`config.mk`:
```
export PLATFORM = sky130hd
export DESIGN_NAME = baudot_rx_sequencer
export DESIGN_NICKNAME = d
export VERILOG_FILES = /design/src/rtl/baudot_rx_sequencer.sv
export SDC_FILE = /design/constraint.sdc
export NUM_CORES = 1
export LEC_CHECK = 0
export CAP_MARGIN = 20
export CORE_MARGIN = 1
export CORE_UTILIZATION = 55
export DETAILED_ROUTE_END_ITERATION = 7
export PLACE_DENSITY = 0.77
export RECOVER_POWER = 100
export REMOVE_ABC_BUFFERS = 1
export SKIP_LAST_GASP = 1
export SYNTH_ARGS = -nofsm -noshare
export SYNTH_HDL_FRONTEND = slang
export SYNTH_SLANG_ARGS = --single-unit
```
`constraint.sdc`:
```
create_clock -name clk -period 1.9 [get_ports clk]
set_clock_uncertainty 0.15 [all_clocks]
set_input_delay 0.38 -clock clk [delete_from_list [all_inputs] [get_ports clk]]
set_output_delay 0.38 -clock clk [all_outputs]
set_load 0.02 [all_outputs]
```
`src/rtl/baudot_rx_sequencer.sv`:
```
// Baudot receive sequencer: synchronizes the serial line, frames 5-bit codes,
// tracks LTRS/FIGS shift state and hands printable codes downstream.
// Ports:
//   clk, rst          : clock, synchronous active-high reset
//   baudot_in         : async serial line, idle/mark = 1
//   code_out/figs_out : held code (bit 0 first received) and its shift state
//   code_valid        : code_out/figs_out hold a character
//   code_ready        : downstream accepts the character
//   baudot_ready      : registered "idle with nothing pending"
//   framing_err       : one-cycle pulse on a bad stop bit
//   overrun           : one-cycle pulse when a character is dropped
module baudot_rx_sequencer #(
    parameter int CLKS_PER_BIT     = 22,
    parameter bit UNSHIFT_ON_SPACE = 1'b0
) (
    input  logic       clk,
    input  logic       rst,
    input  logic       baudot_in,
    output logic [4:0] code_out,
    output logic       figs_out,
    output logic       code_valid,
    input  logic       code_ready,
    output logic       baudot_ready,
    output logic       framing_err,
    output logic       overrun
);

    localparam int CW = $clog2(CLKS_PER_BIT);
    localparam logic [CW-1:0] HALF_M1 = CW'(CLKS_PER_BIT / 2 - 1);
    localparam logic [CW-1:0] FULL_M1 = CW'(CLKS_PER_BIT - 1);

    localparam logic [4:0] LTRS  = 5'b11111;
    localparam logic [4:0] FIGS  = 5'b11011;
    localparam logic [4:0] SPACE = 5'b00100;

    typedef enum logic [2:0] {
        S_IDLE,
        S_START,
        S_DATA,
        S_STOP,
        S_WAIT_MARK
    } state_t;

    state_t        state_q, state_d;
    logic          sync1_q, sync1_d;
    logic          rx_q, rx_d;
    logic [CW-1:0] cnt_q, cnt_d;
    logic [2:0]    idx_q, idx_d;
    logic [4:0]    shreg_q, shreg_d;
    logic          figs_q, figs_d;
    logic [4:0]    code_q, code_d;
    logic          figs_out_q, figs_out_d;
    logic          valid_q, valid_d;
    logic          ferr_q, ferr_d;
    logic          ovr_q, ovr_d;
    logic          bready_q, bready_d;

    always_ff @(posedge clk) begin
        if (rst) begin
            state_q    <= S_IDLE;
            sync1_q    <= 1'b1;
            rx_q       <= 1'b1;
            cnt_q      <= '0;
            idx_q      <= '0;
            shreg_q    <= '0;
            figs_q     <= 1'b0;
            code_q     <= '0;
            figs_out_q <= 1'b0;
            valid_q    <= 1'b0;
            ferr_q     <= 1'b0;
            ovr_q      <= 1'b0;
            bready_q   <= 1'b0;
        end else begin
            state_q    <= state_d;
            sync1_q    <= sync1_d;
            rx_q       <= rx_d;
            cnt_q      <= cnt_d;
            idx_q      <= idx_d;
            shreg_q    <= shreg_d;
            figs_q     <= figs_d;
            code_q     <= code_d;
            figs_out_q <= figs_out_d;
            valid_q    <= valid_d;
            ferr_q     <= ferr_d;
            ovr_q      <= ovr_d;
            bready_q   <= bready_d;
        end
    end

    always_comb begin
        state_d    = state_q;
        sync1_d    = baudot_in;
        rx_d       = sync1_q;
        cnt_d      = cnt_q;
        idx_d      = idx_q;
        shreg_d    = shreg_q;
        figs_d     = figs_q;
        code_d     = code_q;
        figs_out_d = figs_out_q;
        valid_d    = valid_q;
        ferr_d     = 1'b0;
        ovr_d      = 1'b0;

        if (valid_q && code_ready) begin
            valid_d = 1'b0;
        end

        unique case (state_q)
            S_IDLE: begin
                if (!rx_q) begin
                    state_d = S_START;
                    cnt_d   = '0;
                end
            end
            S_START: begin
                if (cnt_q == HALF_M1) begin
                    cnt_d   = '0;
                    idx_d   = '0;
                    // A high line at mid start bit is a glitch.
                    state_d = rx_q ? S_IDLE : S_DATA;
                end else begin
                    cnt_d = cnt_q + 1'b1;
                end
            end
            S_DATA: begin
                if (cnt_q == FULL_M1) begin
                    cnt_d   = '0;
                    // Shift right so the first bit lands in bit 0.
                    shreg_d = {rx_q, shreg_q[4:1]};
                    if (idx_q == 3'd4) begin
                        state_d = S_STOP;
                    end else begin
                        idx_d = idx_q + 3'd1;
                    end
                end else begin
                    cnt_d = cnt_q + 1'b1;
                end
            end
            S_STOP: begin
                if (cnt_q == FULL_M1) begin
                    cnt_d = '0;
                    idx_d = '0;
                    if (!rx_q) begin
                        ferr_d  = 1'b1;
                        state_d = S_WAIT_MARK;
                    end else begin
                        state_d = S_IDLE;
                        if (shreg_q == LTRS) begin
                            figs_d = 1'b0;
                        end else if (shreg_q == FIGS) begin
                            figs_d = 1'b1;
                        end else begin
                            // Overrun is judged on the held flag, even if
                            // it is being accepted in this same cycle.
                            if (valid_q) begin
                                ovr_d = 1'b1;
                            end else begin
                                code_d     = shreg_q;
                                figs_out_d = figs_q;
                                valid_d    = 1'b1;
                            end
                            if (UNSHIFT_ON_SPACE && shreg_q == SPACE) begin
                                figs_d = 1'b0;
                            end
                        end
                    end
                end else begin
                    cnt_d = cnt_q + 1'b1;
                end
            end
            S_WAIT_MARK: begin
                if (rx_q) begin
                    state_d = S_IDLE;
                end
            end
            default: begin
                state_d = S_IDLE;
            end
        endcase

        bready_d = (state_d == S_IDLE) && !valid_d;
    end

    assign code_out     = code_q;
    assign figs_out     = figs_out_q;
    assign code_valid   = valid_q;
    assign framing_err  = ferr_q;
    assign overrun      = ovr_q;
    assign baudot_ready = bready_q;

endmodule

```
# ---- Word level (Yosys, flattened, before mapping)
# Index checks and enable logic that the tools add are counted.
dict set report word_totals {
  wordCells 80
  in_bits 4
  out_inout_bits 10
  regBits 29
}
dict set report classes {
  eq_ne 14
  reduce_logical 16
  n_bitwise 6
  addsub 2
  muxes 29
}
# operator n
set op_table {}
lappend op_table {{$mux 3} 11}
lappend op_table {{$eq 5x5->1 const B} 3}
lappend op_table {{$mux 5} 3}
lappend op_table {{$pmux 3 s5} 1}
lappend op_table {{$pmux 5 s3} 1}
lappend op_table {{$mux 1} 11}
lappend op_table {{$ne 2x2->1 const B} 5}
lappend op_table {{$pmux 3 s3} 1}
lappend op_table {{$eq 3x2->1 const B} 2}
lappend op_table {{$eq 3x3->1 const B} 2}
lappend op_table {{$logic_not 3->1} 2}
lappend op_table {{$not 1->1} 6}
lappend op_table {{$reduce_and 6->1} 1}
lappend op_table {{$reduce_bool 3->1} 2}
lappend op_table {{$reduce_or 6->1} 1}
lappend op_table {{$add 5x1->5 const B} 1}
lappend op_table {{$eq 5x4->1 const B} 1}
lappend op_table {{$reduce_and 5->1} 1}
lappend op_table {{$reduce_and 2->1} 2}
lappend op_table {{$reduce_and 4->1} 1}
lappend op_table {{$add 3x1->3 const B} 1}
lappend op_table {{$eq 3x1->1 const B} 1}
lappend op_table {{$reduce_or 3->1} 1}
lappend op_table {{$logic_and 1x1->1} 2}
lappend op_table {{4 further kinds} 4}

# ---- Logic depth before layout (Yosys ltp)
# Gate-level depths: netlist of the first run.
dict set report depth {
  ltp_word 10
  depth_mapped 7
  mapped_depth_nobuf 6
}

# ---- Least setup slack after synthesis of the first run
# OpenSTA, ideal clock, no wires.
dict set report synth_path {
  path_type {flip-flop to flip-flop}
  from {register cnt_q[0]}
  to {register idx_q[1]}
  setup_time_ps 69
  n_path_buf 0
  period_less_slack_ps 1686
  setup_slack_ps 214
  required_ps 1681
  t_arrival_ps 1467
  stages_incl_launch_ff 7
  cell_sequence {dfxtp_1 -> inv_1 -> ha_1 -> and4bb_4 -> a32o_2 -> a211o_1 -> o21ai_1}
}
dict set report synth_between {
  elab_chain_cells 3
  word_cells_on_any_way 6
  cone_classes {5 x eq/ne; 1 x reduce/logical}
}
# item line
set synth_rtl {}
lappend synth_rtl {{from (decl)} 47} ;# logic [CW-1:0] cnt_q, cnt_d;
lappend synth_rtl {{from (signal assigned)} 77} ;# cnt_q <= cnt_d;
lappend synth_rtl {{$eq 5x5->1 or $eq 5x4->1 (tied branches)} {126, 140, 116}}
lappend synth_rtl {{$ne 2x2->1 (no line)} n/a}
lappend synth_rtl {{$reduce_and 5->1 (no line) *} n/a}
lappend synth_rtl {{to (signal assigned)} 78} ;# idx_q <= idx_d;
lappend synth_rtl {{to (decl)} 48} ;# logic [2:0] idx_q, idx_d;
# Every way passes the cells marked *; elsewhere a longest branch is shown, timed or not.
# A chain may end at the register's enable or synchronous reset.

# ---- Final worst setup path of the first run
dict set report layout_path {
  from {register state_q[2]}
  to {register code_q[2], in the netlist code_out[2]}
}
dict set report layout_between {
  elab_chain_cells 2
}
# item line
set layout_rtl {}
lappend layout_rtl {{from (decl)} 44} ;# state_t state_q, state_d;
lappend layout_rtl {{from (signal assigned)} 74} ;# state_q <= state_d;
lappend layout_rtl {{$eq 3x2->1} 108} ;# unique case (state_q)
lappend layout_rtl {{$reduce_and 6->1 (no line)} n/a}
lappend layout_rtl {{to (signal assigned)} 81} ;# code_q <= code_d;
lappend layout_rtl {{to (decl)} 51} ;# logic [4:0] code_q, code_d;
# Every way passes these cells.

==> results of run 1 <==
metal layers:
layer / global-route usage / wire length, um
met4: 0.1623 / 72
met2: 0.3924 / 1404
met5: 0 / 0
met3: 0.06667 / 122
met1: 0.2670 / 1307
state kept, by name, indices dropped and copies added (netlist names):
signal,flops
cnt_q,5
code_out,5
shreg_q,5
idx_q,3
state_q,3
baudot_ready,1
code_valid,1
figs_out,1
figs_q,1
framing_err,1
overrun,1
rx_d,1
rx_q,1
layout make-up:
type	instances	area, sq um	area share
clock buffers	7	55.05	0.03281
inverters	6	22.52	0.01342
multi-input cells	108	753.2	0.4489
flip-flops and latches	29	585.6	0.3490
well taps	28	35.03	0.02088
repair buffers	26	226.5	0.1350
final timing paths:
check	cells after the start	end	slack (ns)	start
max	5	code_out[2]	0.06	state_q[2]
min reg2reg	1	rx_q	0.29	rx_d
min	1	rx_q	0.29	rx_d
max reg2reg	5	code_out[2]	0.06	state_q[2]
synth_stat cells (all sizes together) (3+ instances only):
cell,instances,area (sq um)
buf,7,51.29
clkbuf,4,15.01
ha,5,62.56
or2,3,18.77
dfxtp,29,580.6
nand4b,3,26.28
inv,6,22.52
nor4,3,18.77
nor2,14,52.55
o21ai,3,15.01
mux2i,7,70.07
nand2,13,48.80
nand3,9,45.04
a21oi,11,55.05
a31oi,3,18.77
power by group:
group / internal [mW] / switching, mW
registers: 0.614 / 0.00705
clock network: 0.174 / 0.197
logic: 0.0305 / 0.0311
cells by family after synthesis:
group / count (synthesis) / synth area share
compound gates: 31 / 0.1594
mux: 7 / 0.04987
flops: 29 / 0.4132
xor+xnor: 1 / 0.006234
fa+ha+maj: 5 / 0.04452
simple gates: 64 / 0.2636
buf+inv: 17 / 0.06321
worst max-delay path: cells and delay by family (launching register included):
family | cells | cell delay [ns]
DFF | 1 | 0.45
buffers and inverters | 1 | 0.21
muxes | 1 | 0.22
and+or+nand+nor | 3 | 0.71
repair_timing:
action | CTS | global route
setup endpoints to repair | 1 | 8
setup buffers | 0 | 2
resized for setup | 1 | 7
pin swaps | 0 | 1
==> metrics.md, run 1 <==
| Metric | Value |
|---|---|
| DR WL/cell | `14.25 um` |
| I/O Buffers | `13` |
| Type of the tightest min-delay check | `reg2reg` |
| Starting Density | `0.6060` |
| Distinct cell type count after synthesis | `45` |
| RSZ-0062 raised after global routing | `yes` |
| Fin. Hold Viols | `0` |
| Pins over their slew limit | `0` |
| TNS Setup | `0 ns` |
| Post-route antenna net violation count | `0` |
| Worst-path clk slew | `0.08 ns` |
| CP Max Fanout | `14` |
| Peak supply drop | `0.0005212 V` |
| Non-filler instance count after layout | `204` |
| Share of layout cells above drive strength 1 | `0.1932` |
| Final period utilization | `0.9669` |
| GPL Wtd Cong | `0.8069` |
| Antenna Cells | `0` |
| Area Growth Syn to Fin | `19.41%` |
| Clk sinks | `29` |
| DRC viols | `0` |
| Post-synth EDFFs | `0` |
| Tot GR Track Use | `0.2398` |
| Asr flop ratio synth | `0` |
| Worst-Skew Late Latency | `0.33 ns` |
| Syn. warnings | `0` |
| Final setup fails | `0` |
| Crit Path Category | `reg2reg` |
| Core Area | `0.002318 sq mm` |
| FILL cells | `173` |
| Place WS | `-0.2386 ns` |
| Remaining Overflow, GRT | `0` |
| Minimum clock period | `1.837 ns` |
| Run status | `finished clean` |
| Die X | `52.55 um` |
| Chip Height | `52.55 um` |
| Commonest non-fill, non-tap cell in the layout | `dfxtp_1` |
| Fin Hold WS | `0.2875 ns` |
| # nets final | `185` |
| 1st-iter DRT viols | `29` |
| H-tree levels | `2` |
| Vias in the first global route | `1,069` |
| Worst slew pin tran | `0.4496 ns` |
| Critical path required time | `1.97 ns` |
| Detail Placement HPWL | `2012 um` |
| Static Leak | `0.5904 nW` |
| Clk root buf | `clkbuf_4` |
| Seq/Total Area, Yosys | `0.4132` |
| Critical path endpoint category | `flip-flop` |
| Top achievable clock speed | `0.5444 GHz` |
| Hold buffers post-CTS | `0` |
| Post-Synthesis Cell Area | `0.001405 sq mm` |
| Critical path, cell by cell | `nand4b_1, nor4b_2, buf_4, mux2i_1, nor2_1` |
| DR vias/cell | `5.902` |
| CTS buffer count | `5` |
| TritonCTS clock tree | `yes` |
| Row count | `17` |
| Post-place instance area | `0.001587 sq mm` |
| Final WS setup | `0.06298 ns` |
| Clk buf depth | `2` |
| Total Power | `1.054 mW` |
| Gate count of the mapped netlist | `154` |
| Final WL | `2907 um` |
| Initial antenna violation count | `0` |
| Synthesized area per cell | `9.124 sq um` |
| Boundary pin count | `14` |
| Via count | `1,204` |
| 1st-pass router iterations | `5` |
| Worst path max stage delay | `0.45 ns` |
| Fin util | `0.7237` |
| Most frequent cells in the layout | `dfxtp_1 (27), nor2_1 (14), nand2_1 (13), buf_4 (13), clkdlybuf4s50_1 (12)` |
| Slew Limit Headroom | `0.6998` |
| Number of synthesized register bits | `29` |
| Primary FF master, synth | `dfxtp_1` |
| Critical path's slowest cell | `dfxtp_1` |
| Placed cells | `195` |
| Startpoint Class | `flip-flop` |
| First-pass GRT wire length | `4643 um` |
| DIE AREA | `0.002761 sq mm` |
| Largest net degree at the start of global routing | `21` |
| Max-cap viol count | `0` |
| Critical Path AT | `1.91 ns` |
| Power Density | `628.1 mW/mm^2` |
| Design area | `0.001678 sq mm` |
No activity file was read; power rests on OpenSTA's default activity.
==> run 2, diff against run 1 <==
--- a/config.mk
+++ b/config.mk
@@ -7,12 +7,13 @@
 export LEC_CHECK = 0
 export CAP_MARGIN = 20
 export CORE_MARGIN = 1
-export CORE_UTILIZATION = 55
+export CORE_UTILIZATION = 59
 export DETAILED_ROUTE_END_ITERATION = 7
-export PLACE_DENSITY = 0.77
+export PLACE_DENSITY = 0.82
 export RECOVER_POWER = 100
 export REMOVE_ABC_BUFFERS = 1
 export SKIP_LAST_GASP = 1
+export SLEW_MARGIN = 10
 export SYNTH_ARGS = -nofsm -noshare
 export SYNTH_HDL_FRONTEND = slang
 export SYNTH_SLANG_ARGS = --single-unit
==> constraint.sdc (replaced) <==
create_clock -name clk -period 2.2 [get_ports clk]
set_clock_uncertainty 0.15 [all_clocks]
set_input_delay 0.44 -clock clk [delete_from_list [all_inputs] [get_ports clk]]
set_output_delay 0.44 -clock clk [all_outputs]
set_load 0.02 [all_outputs]
==> metrics.md, run 2 (same netlist as run 1, synthesis figures left out) <==
| Metric | Value |
|---|---|
| Detail Placement HPWL | `1947 um (was 2012 um)` |
| First-pass GRT wire length | `4471 um (was 4643 um)` |
| Initial antenna violation count | `0 (unchanged)` |
| GPL Wtd Cong | `0.8402 (was 0.8069)` |
| Worst-Skew Late Latency | `0.32 ns (was 0.33 ns)` |
| Design area | `0.001595 sq mm (was 0.001678 sq mm)` |
| Total Power | `0.8832 mW (was 1.054 mW)` |
| RSZ-0062 raised after global routing | `no (was yes)` |
| Max-cap viol count | `0 (unchanged)` |
| DR WL/cell | `13.89 um (was 14.25 um)` |
| Via count | `1,151 (was 1,204)` |
| 1st-pass router iterations | `4 (was 5)` |
| Worst-path clk slew | `0.09 ns (was 0.08 ns)` |
| Crit path buf inv count | `1 (unchanged)` |
| # nets final | `179 (was 185)` |
| Post-route antenna net violation count | `0 (unchanged)` |
| DIE AREA | `0.002581 sq mm (was 0.002761 sq mm)` |
| Die X | `50.80 um (was 52.55 um)` |
| Pins over their slew limit | `0 (unchanged)` |
| Share of layout cells above drive strength 1 | `0.1170 (was 0.1932)` |
| Minimum clock period | `1.990 ns` |
| Post-place instance area | `0.001556 sq mm (was 0.001587 sq mm)` |
| Hold buffers post-CTS | `0 (unchanged)` |
| Critical Path AT | `1.40 ns (was 1.91 ns)` |
| Startpoint Class | `flip-flop (unchanged)` |
| Final setup fails | `0 (unchanged)` |
| Area Growth Syn to Fin | `13.54% (was 19.41%)` |
| Critical path endpoint category | `primary output (was flip-flop)` |
| Grt met3 use | `0.06364 (was 0.06667)` |
| CP delay by family, top | `buffers and inverters (was simple AND/OR/NAND/NOR gates)` |
| Clk buf depth | `2 (unchanged)` |
| DRC viols | `0 (unchanged)` |
| Final WL | `2764 um (was 2907 um)` |
| Vias in the first global route | `1,062 (was 1,069)` |
| Run status | `finished clean (unchanged)` |
| TritonCTS clock tree | `yes (unchanged)` |
| Non-filler instance count after layout | `199 (was 204)` |
| TNS Setup | `0 ns (unchanged)` |
| 1st-iter DRT viols | `34 (was 29)` |
| Type of the tightest min-delay check | `reg2reg (unchanged)` |
| Placed cells | `191 (was 195)` |
| DR vias/cell | `5.784 (was 5.902)` |
| Worst R2R Setup Slack | `0.27 ns (was 0.06 ns)` |
| Critical path required time | `1.61 ns (was 1.97 ns)` |
| Most frequent cells in the layout | `dfxtp_1 (29), nor2_1 (14), nand2_1 (13) (was dfxtp_1 (27), nor2_1 (14), nand2_1 (13), buf_4 (13), clkdlybuf4s50_1 (12))` |
| Worst path max stage delay | `0.69 ns (was 0.45 ns)` |
| Commonest non-fill, non-tap cell in the layout | `dfxtp_1 (unchanged)` |
| Peak supply drop | `0.0004527 V (was 0.0005212 V)` |
| Top achievable clock speed | `0.5026 GHz` |
| Fin. Hold Viols | `0 (unchanged)` |
| Critical path, cell by cell | `dlygate4sd3_1 (was nand4b_1, nor4b_2, buf_4, mux2i_1, nor2_1)` |
| Starting Density | `0.6291 (was 0.6060)` |
| Slew Limit Headroom | `0.6886 (was 0.6998)` |
| CTS buffer count | `5 (unchanged)` |
| Post-CTS setup repair buffer count | `0 (unchanged)` |
| Critical path's slowest cell | `dlygate4sd3_1 (was dfxtp_1)` |
| Routing usage on met1 | `0.2828 (was 0.2670)` |
| GR Util met2 | `0.3778 (was 0.3924)` |
| Core Area | `0.002233 sq mm (was 0.002318 sq mm)` |
| Antenna Cells | `0 (unchanged)` |
| Chip Height | `50.80 um (was 52.55 um)` |
| Fin util | `0.7143 (was 0.7237)` |
| Boundary pin count | `14 (unchanged)` |
| Largest net degree at the start of global routing | `20 (was 21)` |
| GRT busiest layer | `met2 (unchanged)` |
| Static Leak | `0.5740 nW (was 0.5904 nW)` |
| Power Density | `553.6 mW/mm^2 (was 628.1 mW/mm^2)` |
| Clk root buf | `clkbuf_4 (unchanged)` |
| CP Max Fanout | `4 (was 14)` |
| Worst slew pin tran | `0.4664 ns (was 0.4496 ns)` |
| Row count | `17 (unchanged)` |
| Tot GR Track Use | `0.2360 (was 0.2398)` |
| Clk sinks | `29 (unchanged)` |
| H-tree levels | `2 (unchanged)` |
| Crit Path Category | `reg2out (was reg2reg)` |
| Remaining Overflow, GRT | `0 (unchanged)` |
| Cts repair resizes | `0 (was 1)` |
| I/O Buffers | `13 (unchanged)` |
| Final period utilization | `0.9043` |
[run 2: layer usage]
metal  routed length [um]  part of all wire  vias up
met4                   50             0.018        0
met1                 1260              0.46      518
li1                     -                 -      587
met2                 1319              0.48       39
met5                    0                 0        -
met3                  133             0.048        7
[run 2: report_power, final]
| group | internal [mW] | switching [mW] | leakage (nW) | total (mW) |
|---|---|---|---|---|
| Combinational | 0.0224 | 0.0258 | 0.307 | 0.0482 |
| Clock | 0.121 | 0.178 | 0.0320 | 0.299 |
| Sequential | 0.530 | 0.00525 | 0.235 | 0.536 |
| Total | 0.674 | 0.209 | 0.574 | 0.883 |
[run 2: final cells by class]
type | instances | area [sq um]
clock buffer | 6 | 41.29
clock inverter | 2 | 10.01
fill | 185 | 638.1
inverter | 6 | 22.52
multi-input combinational | 108 | 726.9
sequential | 29 | 580.6
tap | 28 | 35.03
timing repair buffer | 20 | 178.9
[run 2: through the flow]
| stage | setup WS [ns] | hold slack [ns] |
|---|---|---|
| 2_1_floorplan | 0.1402 | 0.2395 |
| 3_3_place_gp | 0.1022 | 0.2460 |
| 3_5_place_dp | 0.01492 | 0.2497 |
| 4_1_cts | 0.2539 | 0.2725 |
| 5_1_grt | 0.1476 | 0.2945 |
| 6_report | 0.2104 | 0.2727 |
[run 2: path summary, 6_finish.rpt]
check,start,end,cells after the start
max,code_valid,code_valid,1
min,rx_d,rx_q,1
min reg2reg,rx_d,rx_q,1
max reg2reg,cnt_q[0],idx_q[1],6
